--- src/rtl/serial_word_feeder_pkg.sv ---
// Shared definitions for the serial word feeder: direction codes, FSM
// encoding and the counter width helper.
package serial_word_feeder_pkg;

  // Direction codes as seen by the downstream shift register.
  localparam logic DIR_LEFT  = 1'b0;  // bits enter at Q3
  localparam logic DIR_RIGHT = 1'b1;  // bits enter at Q0

  // Default word length: the 4-bit shift register being fed.
  localparam int WIDTH_DEFAULT = 4;

  typedef enum logic {
    ST_IDLE  = 1'b0,
    ST_SHIFT = 1'b1
  } state_t;

  // Bit-index counter width, $clog2(w), kept at least 1 bit wide.
  function automatic int cnt_width(input int w);
    return (w > 2) ? $clog2(w) : 1;
  endfunction

endpackage

--- src/rtl/serial_word_feeder_bit_index_counter.sv ---
// Mod-WIDTH up counter tracking which bit of the word is on 'd'.
// Clear has priority over enable; tc flags the last bit (cnt == WIDTH-1).
module bit_index_counter
  import serial_word_feeder_pkg::*;
#(
  parameter int WIDTH = WIDTH_DEFAULT
) (
  input  logic clk,
  input  logic rst,
  input  logic clr,
  input  logic en,
  output logic tc
);

  localparam int                CNT_W = cnt_width(WIDTH);
  localparam logic [CNT_W-1:0]  LAST  = CNT_W'(WIDTH - 1);

  logic [CNT_W-1:0] cnt;

  // Count bits of the word in flight, wrapping after the last one.
  // NOTE: sequential state uses non-blocking assignments so every flop
  // samples the pre-edge value of every other flop.
  always_ff @(posedge clk or posedge rst) begin
    if (rst) begin
      cnt <= '0;
    end else if (clr) begin
      cnt <= '0;
    end else if (en) begin
      cnt <= (cnt == LAST) ? '0 : cnt + 1'b1;
    end
  end

  assign tc = (cnt == LAST);

endmodule

--- src/rtl/serial_word_feeder.sv ---
// Serial word feeder: accepts parallel words over valid/ready and shifts
// them one bit per clock into a bidirectional shift register, ordering the
// bits so the word lands in q[0:WIDTH-1] as given. word_done pulses in the
// cycle the downstream register holds the complete word.
module serial_word_feeder
  import serial_word_feeder_pkg::*;
#(
  parameter int   WIDTH    = WIDTH_DEFAULT,
  parameter logic IDLE_BIT = 1'b0
) (
  input  logic             clk,
  input  logic             rst,
  input  logic [0:WIDTH-1] word_in,
  input  logic             dir_in,
  input  logic             in_valid,
  output logic             in_ready,
  output logic             d,
  output logic             direccion,
  output logic             word_done,
  output logic             busy
);

  state_t           state;
  state_t           state_nxt;
  logic             tc;
  logic             accept;
  logic [WIDTH-1:0] ord_in;  // incoming word in send order, bit 0 first
  logic [WIDTH-1:0] rest;    // bits still to send, next one at bit 0

  bit_index_counter #(
    .WIDTH (WIDTH)
  ) u_bit_index_counter (
    .clk (clk),
    .rst (rst),
    .clr (accept),
    .en  (busy),
    .tc  (tc)
  );

  // State register.
  always_ff @(posedge clk or posedge rst) begin
    if (rst) begin
      state <= ST_IDLE;
    end else begin
      state <= state_nxt;
    end
  end

  // Next state: enter SHIFT on accept, leave it after the last bit unless
  // the next word is taken back-to-back.
  // NOTE: defaulting every always_comb output first prevents latch inference.
  always_comb begin
    state_nxt = state;
    if (accept) begin
      state_nxt = ST_SHIFT;
    end else if (state == ST_SHIFT && tc) begin
      state_nxt = ST_IDLE;
    end
  end

  // Handshake outputs: ready when idle or on the last bit; never in reset.
  always_comb begin
    busy     = (state == ST_SHIFT);
    in_ready = !rst && ((state == ST_IDLE) || ((state == ST_SHIFT) && tc));
    accept   = in_valid && in_ready;
  end

  // Reorder the incoming word so bit 0 is sent first in either direction:
  // right shifts fill from Q0, so the LSB-side bit must go out first.
  always_comb begin
    ord_in = '0;
    for (int k = 0; k < WIDTH; k++) begin
      ord_in[k] = (dir_in == DIR_RIGHT) ? word_in[WIDTH-1-k] : word_in[k];
    end
  end

  // Registered serial outputs; direction only moves at the accept edge.
  always_ff @(posedge clk or posedge rst) begin
    if (rst) begin
      d         <= IDLE_BIT;
      direccion <= DIR_LEFT;
      word_done <= 1'b0;
      rest      <= '0;
    end else begin
      word_done <= busy && tc;
      if (accept) begin
        d         <= ord_in[0];
        rest      <= ord_in >> 1;
        direccion <= dir_in;
      end else if (busy && !tc) begin
        d    <= rest[0];
        rest <= rest >> 1;
      end else begin
        d <= IDLE_BIT;
      end
    end
  end

endmodule

--- config.mk ---
export PLATFORM = sky130hd
export DESIGN_NAME = serial_word_feeder
export DESIGN_NICKNAME = d
export VERILOG_FILES = /design/src/rtl/serial_word_feeder_pkg.sv /design/src/rtl/serial_word_feeder_bit_index_counter.sv /design/src/rtl/serial_word_feeder.sv
export SDC_FILE = /design/constraint.sdc
export NUM_CORES = 1
export LEC_CHECK = 0
export ABC_AREA = 1
export ABC_CLOCK_PERIOD_IN_PS = 1200
export BUFFER_PORTS_ARGS = -buffer_cell sky130_fd_sc_hd__clkbuf_2
export CORE_AREA = 2 2 39 41
export CTS_BUF_LIST = sky130_fd_sc_hd__clkbuf_4 sky130_fd_sc_hd__clkbuf_8
export DETAILED_ROUTE_END_ITERATION = 8
export DIE_AREA = 0 0 41 43
export PLACE_DENSITY_LB_ADDON = 0.3
export SLEW_MARGIN = 20
export SYNTH_ARGS = -nofsm -noshare
export SYNTH_HDL_FRONTEND = slang
export SYNTH_SLANG_ARGS = --single-unit
--- constraint.sdc ---
create_clock -name clk -period 1.2 [get_ports clk]
set_input_delay 0.06 -clock clk [delete_from_list [all_inputs] [get_ports clk]]
set_output_delay 0.06 -clock clk [all_outputs]
set_load 0.1 [all_outputs]
# --- Word level (Yosys, flattened, before mapping) ---
# Index checks and enable logic that the tools add are counted.
totals:
  ff_bits: 10
  latchBits: 0
  ramBits: 0
  rom_bits: 0
  in_bits: 8
  output_inout_bits: 5
  wordCells: 32
  mem_count: 0
op_classes:
  add_sub_neg: 1
  multipliers: 0
  div_mod_pow: 0
  order_cmp: 0
  eq_ne: 1
  n_shift: 0
  n_mux: 13
  bitwise: 1
  n_reduce_logical: 10
ops:
  columns: ["cell", "count"]
  rows:
  - ["2-to-1 mux 1 bit", 8]
  - ["2-to-1 mux 4 bit", 2]
  - ["2-to-1 mux 2 bit", 3]
  - ["nonzero test 2 bit", 3]
  - ["logical AND 1 bit", 4]
  - ["adder 2 x 1 -> 2 bit (second input constant)", 1]
  - ["equality test 2 bit (second input constant)", 1]
  - ["zero test 1 bit", 2]
  - ["logical OR 1 bit", 1]
  - ["NOT 1 bit", 1]

# --- Longest topological paths before layout ---
logic_depth:
  ltp_word: 6
  ltp_mapped: 6
  ltp_nobuf: 6

# --- Modules after synthesis ---
# A second synthesis with hierarchy kept.
hier_totals:
  hier_cells: 59
  area_unflattened_um2: 470.5
by_module_without_submodules:
  columns: ["mod", "instances", "cells_each", "area_per_inst_um2", "seq_area_each_um2"]
  rows:
  - ["serial_word_feeder", 1, 46, 366.6, 175.2]
  - ["bit_index_counter", 1, 13, 103.8, 50.0]

# --- Least setup slack after synthesis ---
# OpenSTA, ideal clock, no wires.
synth_timing:
  path_type: "flip-flop to flip-flop"
  start: "reg state, in the netlist busy"
  end: "reg rest[0]"
  setup_time_ns: 0.077
  t_arrival_ns: 2.804
  path_slack_ns: -1.681
  stages_incl_launch_ff: 4
  period_less_slack_ns: 2.881
  path_cell_list: "dfrtp_1 a21oi_1 nand3_1 nand3_1"
synth_via:
  elab_chain_cells: 5
synth_rtl:
  columns: ["item", "line_no", "source"]
  rows:
  - ["start: declaration", "serial_word_feeder.sv:23", "state_t state;"]
  - ["start signal: assignment", "serial_word_feeder.sv:45", "state <= state_nxt;"]
  - ["logical AND 1 bit / NOT 1 bit (equally long branches)", "serial_word_feeder.sv:64", "in_ready = !rst && ((state == ST_IDLE) || ((state == ST_SHIFT) && tc));"]
  - ["logical OR 1 bit (*)", "serial_word_feeder.sv:64", null]
  - ["logical AND 1 bit (*)", "serial_word_feeder.sv:64", null]
  - ["net in_ready", "serial_word_feeder.sv:16", "output logic in_ready,"]
  - ["logical AND 1 bit (*)", "serial_word_feeder.sv:65", "accept = in_valid && in_ready;"]
  - ["2-to-1 mux 4 bit / nonzero test 2 bit (equally long branches)", null, null]
  - ["end signal: assignment", "serial_word_feeder.sv:88", "rest <= ord_in >> 1;"]
  - ["end signal: assignment", "serial_word_feeder.sv:92", "rest <= rest >> 1;"]
  - ["end: declaration", "serial_word_feeder.sv:28", "logic [WIDTH-1:0] rest;"]
# The timed path passes the listed nets; every way through them passes the cells marked *.
# A chain may end at the register's enable or synchronous reset.

# --- Final worst setup path ---
layout_timing:
  start: "reg u_bit_index_counter.cnt[0]"
  end: "out in_ready"
layout_via:
  elab_chain_cells: 4
layout_rtl:
  columns: ["item", "line_no", "source"]
  rows:
  - ["start: declaration", "serial_word_feeder_bit_index_counter.sv:18", "logic [CNT_W-1:0] cnt;"]
  - ["start signal: assignment", "serial_word_feeder_bit_index_counter.sv:29", "cnt <= (cnt == LAST) ? '0 : cnt + 1'b1;"]
  - ["equality test 2 bit", "serial_word_feeder_bit_index_counter.sv:33", "assign tc = (cnt == LAST);"]
  - ["logical AND 1 bit", "serial_word_feeder.sv:64", null]
  - ["logical OR 1 bit", "serial_word_feeder.sv:64", null]
  - ["logical AND 1 bit", "serial_word_feeder.sv:64", null]
  - ["end: declaration", "serial_word_feeder.sv:16", null]
# Every way passes these cells.

==> flow_summary.ini <==
[floorplanning]
fp.coreArea_um2 = 1384
std_cell_rows = 14
die_x_um = 41
start_util = 0.3210
io_pins = 13
die_h_um = 43
die-area_um2 = 1763

[cts]
clock_latency_ns = 0.27
cts-root-buf = clkbuf_4
numCtsBuffers = 3
cts_tree = done
clkSinkCount = 9
clockBufferDepth = 2
path_clk_slew_ns = 0.07
htreeDepth = 1

[global_routing]
grt_max_degree = 10
antenna_found_initial = 0
grt_pass1_wl_mm = 1.462
grt_pass1_vias = 361
grt.total_usage = 0.1327
grt_overflow_total = 0

[setup_path]
arrival_ns = 1.23
crit_type = register to output port
path_cells = ha_2 > inv_2 > a21oi_4 > buf_12
required_ns = 1.14
cpPeakStageDelay_ns = 0.37
crit_family = flip-flops
reg2reg_from = u_bit_index_counter.cnt[1]
setup.worst_path.end_class = output port
critPathMaxFanout = 3
critPathSlowestCell = dfrtp_1
start_kind = register
worstSetupStartpoint = u_bit_index_counter.cnt[0]
cp_num_buf_inv = 2

[synth]
synth_seq_cells = 9
avgSynthCellArea_um2 = 7.932
synth_cell_type_count = 11
ys_seq_area_frac = 0.5070
yosysWarnings = 0
netlist_area_um2 = 444.2
synthCells = 56
synth.net_count = 65

[sta]
final-max-slew-violation-count = 0
finalWorstSetupSlack_ns = -0.09311
slew_headroom = 0.8155
max_slew.worst_pin.slew_ns = 0.2790
hold_viol_final = 0
maxClockFrequency_ghz = 0.7733
rsz0062_at_grt = true
timing.setup.tns_ns = -0.09311
finClkSkew_ns = 0.01090
fin_crit_sh = 1.078
period_minus_slack_ns = 1.293
setup_violations = 1
worst_hold_slack_ns = 0.09348

[detailed_routing]
drt_wl_total_um = 863
wire_per_inst_um = 9.484
ant_nets = 0
drtIter0Drc = 5
vias = 411
drcViolationCount = 0
drtPass1Iterations = 4
via_per_inst = 4.516

[status]
violations = negative setup slack
status = finished, violations left

[placement]
dp_worst_setup_slack_ns = -0.007690
io_buffers = 12
dpl.hpwl_um = 685
place_congestion = 0.7748
placed_area_um2 = 584.3

[power_and_ir_drop]
irDropWorstVdd_v = 0.001092
powerDensity_nw_per_um2 = 2909
p_leak_nw = 0.3534

[hold_path]
hold_class = primary input to register
hold_path.startpoint = in_valid

[job]
max_cap_violations = 0

[layout]
area_delta_synth_final_pct = 43.94
diodes = 0
post-route-util = 0.4620
final_layout_size_suffix_gt1_frac = 0.3333
stdcell_area_um2 = 639.4
layout.nets = 85
==> routing by layer <==
layer,GRT usage,up-vias,wire [µm]
met5,0,-,0
met4,0.1400,0,48
met3,0.03665,5,52
met2,0.1625,14,368
met1,0.1689,177,395
li1,-,215,-
==> cell families (layout without fill, tap and decap cells) <==
logic type / after synthesis / in the layout / share of synthesized area
flip-flops: 9 / 9 / 0.5071
adder cells (fa/ha/maj): 1 / 1 / 0.02816
buffers and inverters: 9 / 28 / 0.07605
AND/OR/NAND/NOR: 30 / 30 / 0.2986
AO/OA/AOI/OAI: 7 / 7 / 0.09012
==> sequential cells by signal (all words and copies together) (netlist names) <==
| register | flops |
|---|---|
| rest | 3 |
| busy | 1 |
| u_bit_index_counter.cnt | 2 |
| direccion | 1 |
| d | 1 |
| word_done | 1 |
==> worst min-delay path, stage by stage <==
cell and delay, ns:
clkbuf_2 0.13, nand3_1 0.09, nand2_1 0.05
==> cells in the final DEF (no fill, tap or decap) <==
cell           instances
clkbuf_4               3
o21ai_0                3
dfrtp_4                1
buf_12                 2
a21oi_4                1
inv_1                  7
nand2_1               20
dlygate4sd3_1          1
nand3_1                7
nand3_4                1
o211ai_1               2
ha_2                   1
o21ai_1                1
or2_0                  1
clkbuf_2               7
nand2_2                1
clkinv_2               1
dfrtp_1                8
inv_2                  2
buf_4                  5
==> final timing paths <==
check | cells past startpoint | endpoint | slack [ns]
min in group asynchronous | 4 | busy | 0.44
max | 4 | in_ready | -0.09
min | 3 | rest[2] | 0.09
max in group asynchronous | 4 | busy | 0.61
max reg2reg | 5 | u_bit_index_counter.cnt[0] | 0.07
min reg2reg | 2 | d | 0.50
==> power by group <==
group | switching, W | total (W) | internal (W) | leakage (nW)
Combinational | 0.000752 | 0.00108 | 0.000327 | 0.221
Sequential | 0.000100 | 0.000539 | 0.000439 | 0.115
Clock | 0.000118 | 0.000241 | 0.000123 | 0.0177
==> timing repair <==
item | 4_1_cts | 5_1_grt
hold buffers | 1 | 0
resized for setup | 2 | 3
endpoints found under the setup margin | 4 | 6
pin swaps | 2 | 0
setup buffers | 1 | 0
endpoints found under the hold margin | 9 | 0
cloned | 0 | 0
==> metrics by stage <==
step / total power [W] / cells
final: 0.001860 / 91
after global routing: 0.001981 / 91
after CTS: 0.001864 / 91
after detailed placement: 0.001590 / 85
after global placement: 0.001584 / 85
after floorplan: 0.001296 / 56
==> cell type report <==
type | instances | area, µm²
Sequential cell | 9 | 229.0
Timing Repair Buffer | 15 | 122.6
Fill cell | 129 | 744.5
Clock buffer | 3 | 22.52
Inverter | 9 | 33.78
Multi-Input combinational cell | 38 | 206.4
Tap cell | 16 | 20.02
Clock inverter | 1 | 5.005
==> synth_stat cells, drive strengths merged <==
cell type | number | area share
a21oi | 1 | 0.011
dfrtp | 9 | 0.51
ha | 1 | 0.028
inv | 9 | 0.076
nand2 | 21 | 0.18
nand3 | 8 | 0.10
o211ai | 2 | 0.034
o21ai | 4 | 0.045
or2 | 1 | 0.014
No activity file was read; power rests on OpenSTA's default activity.
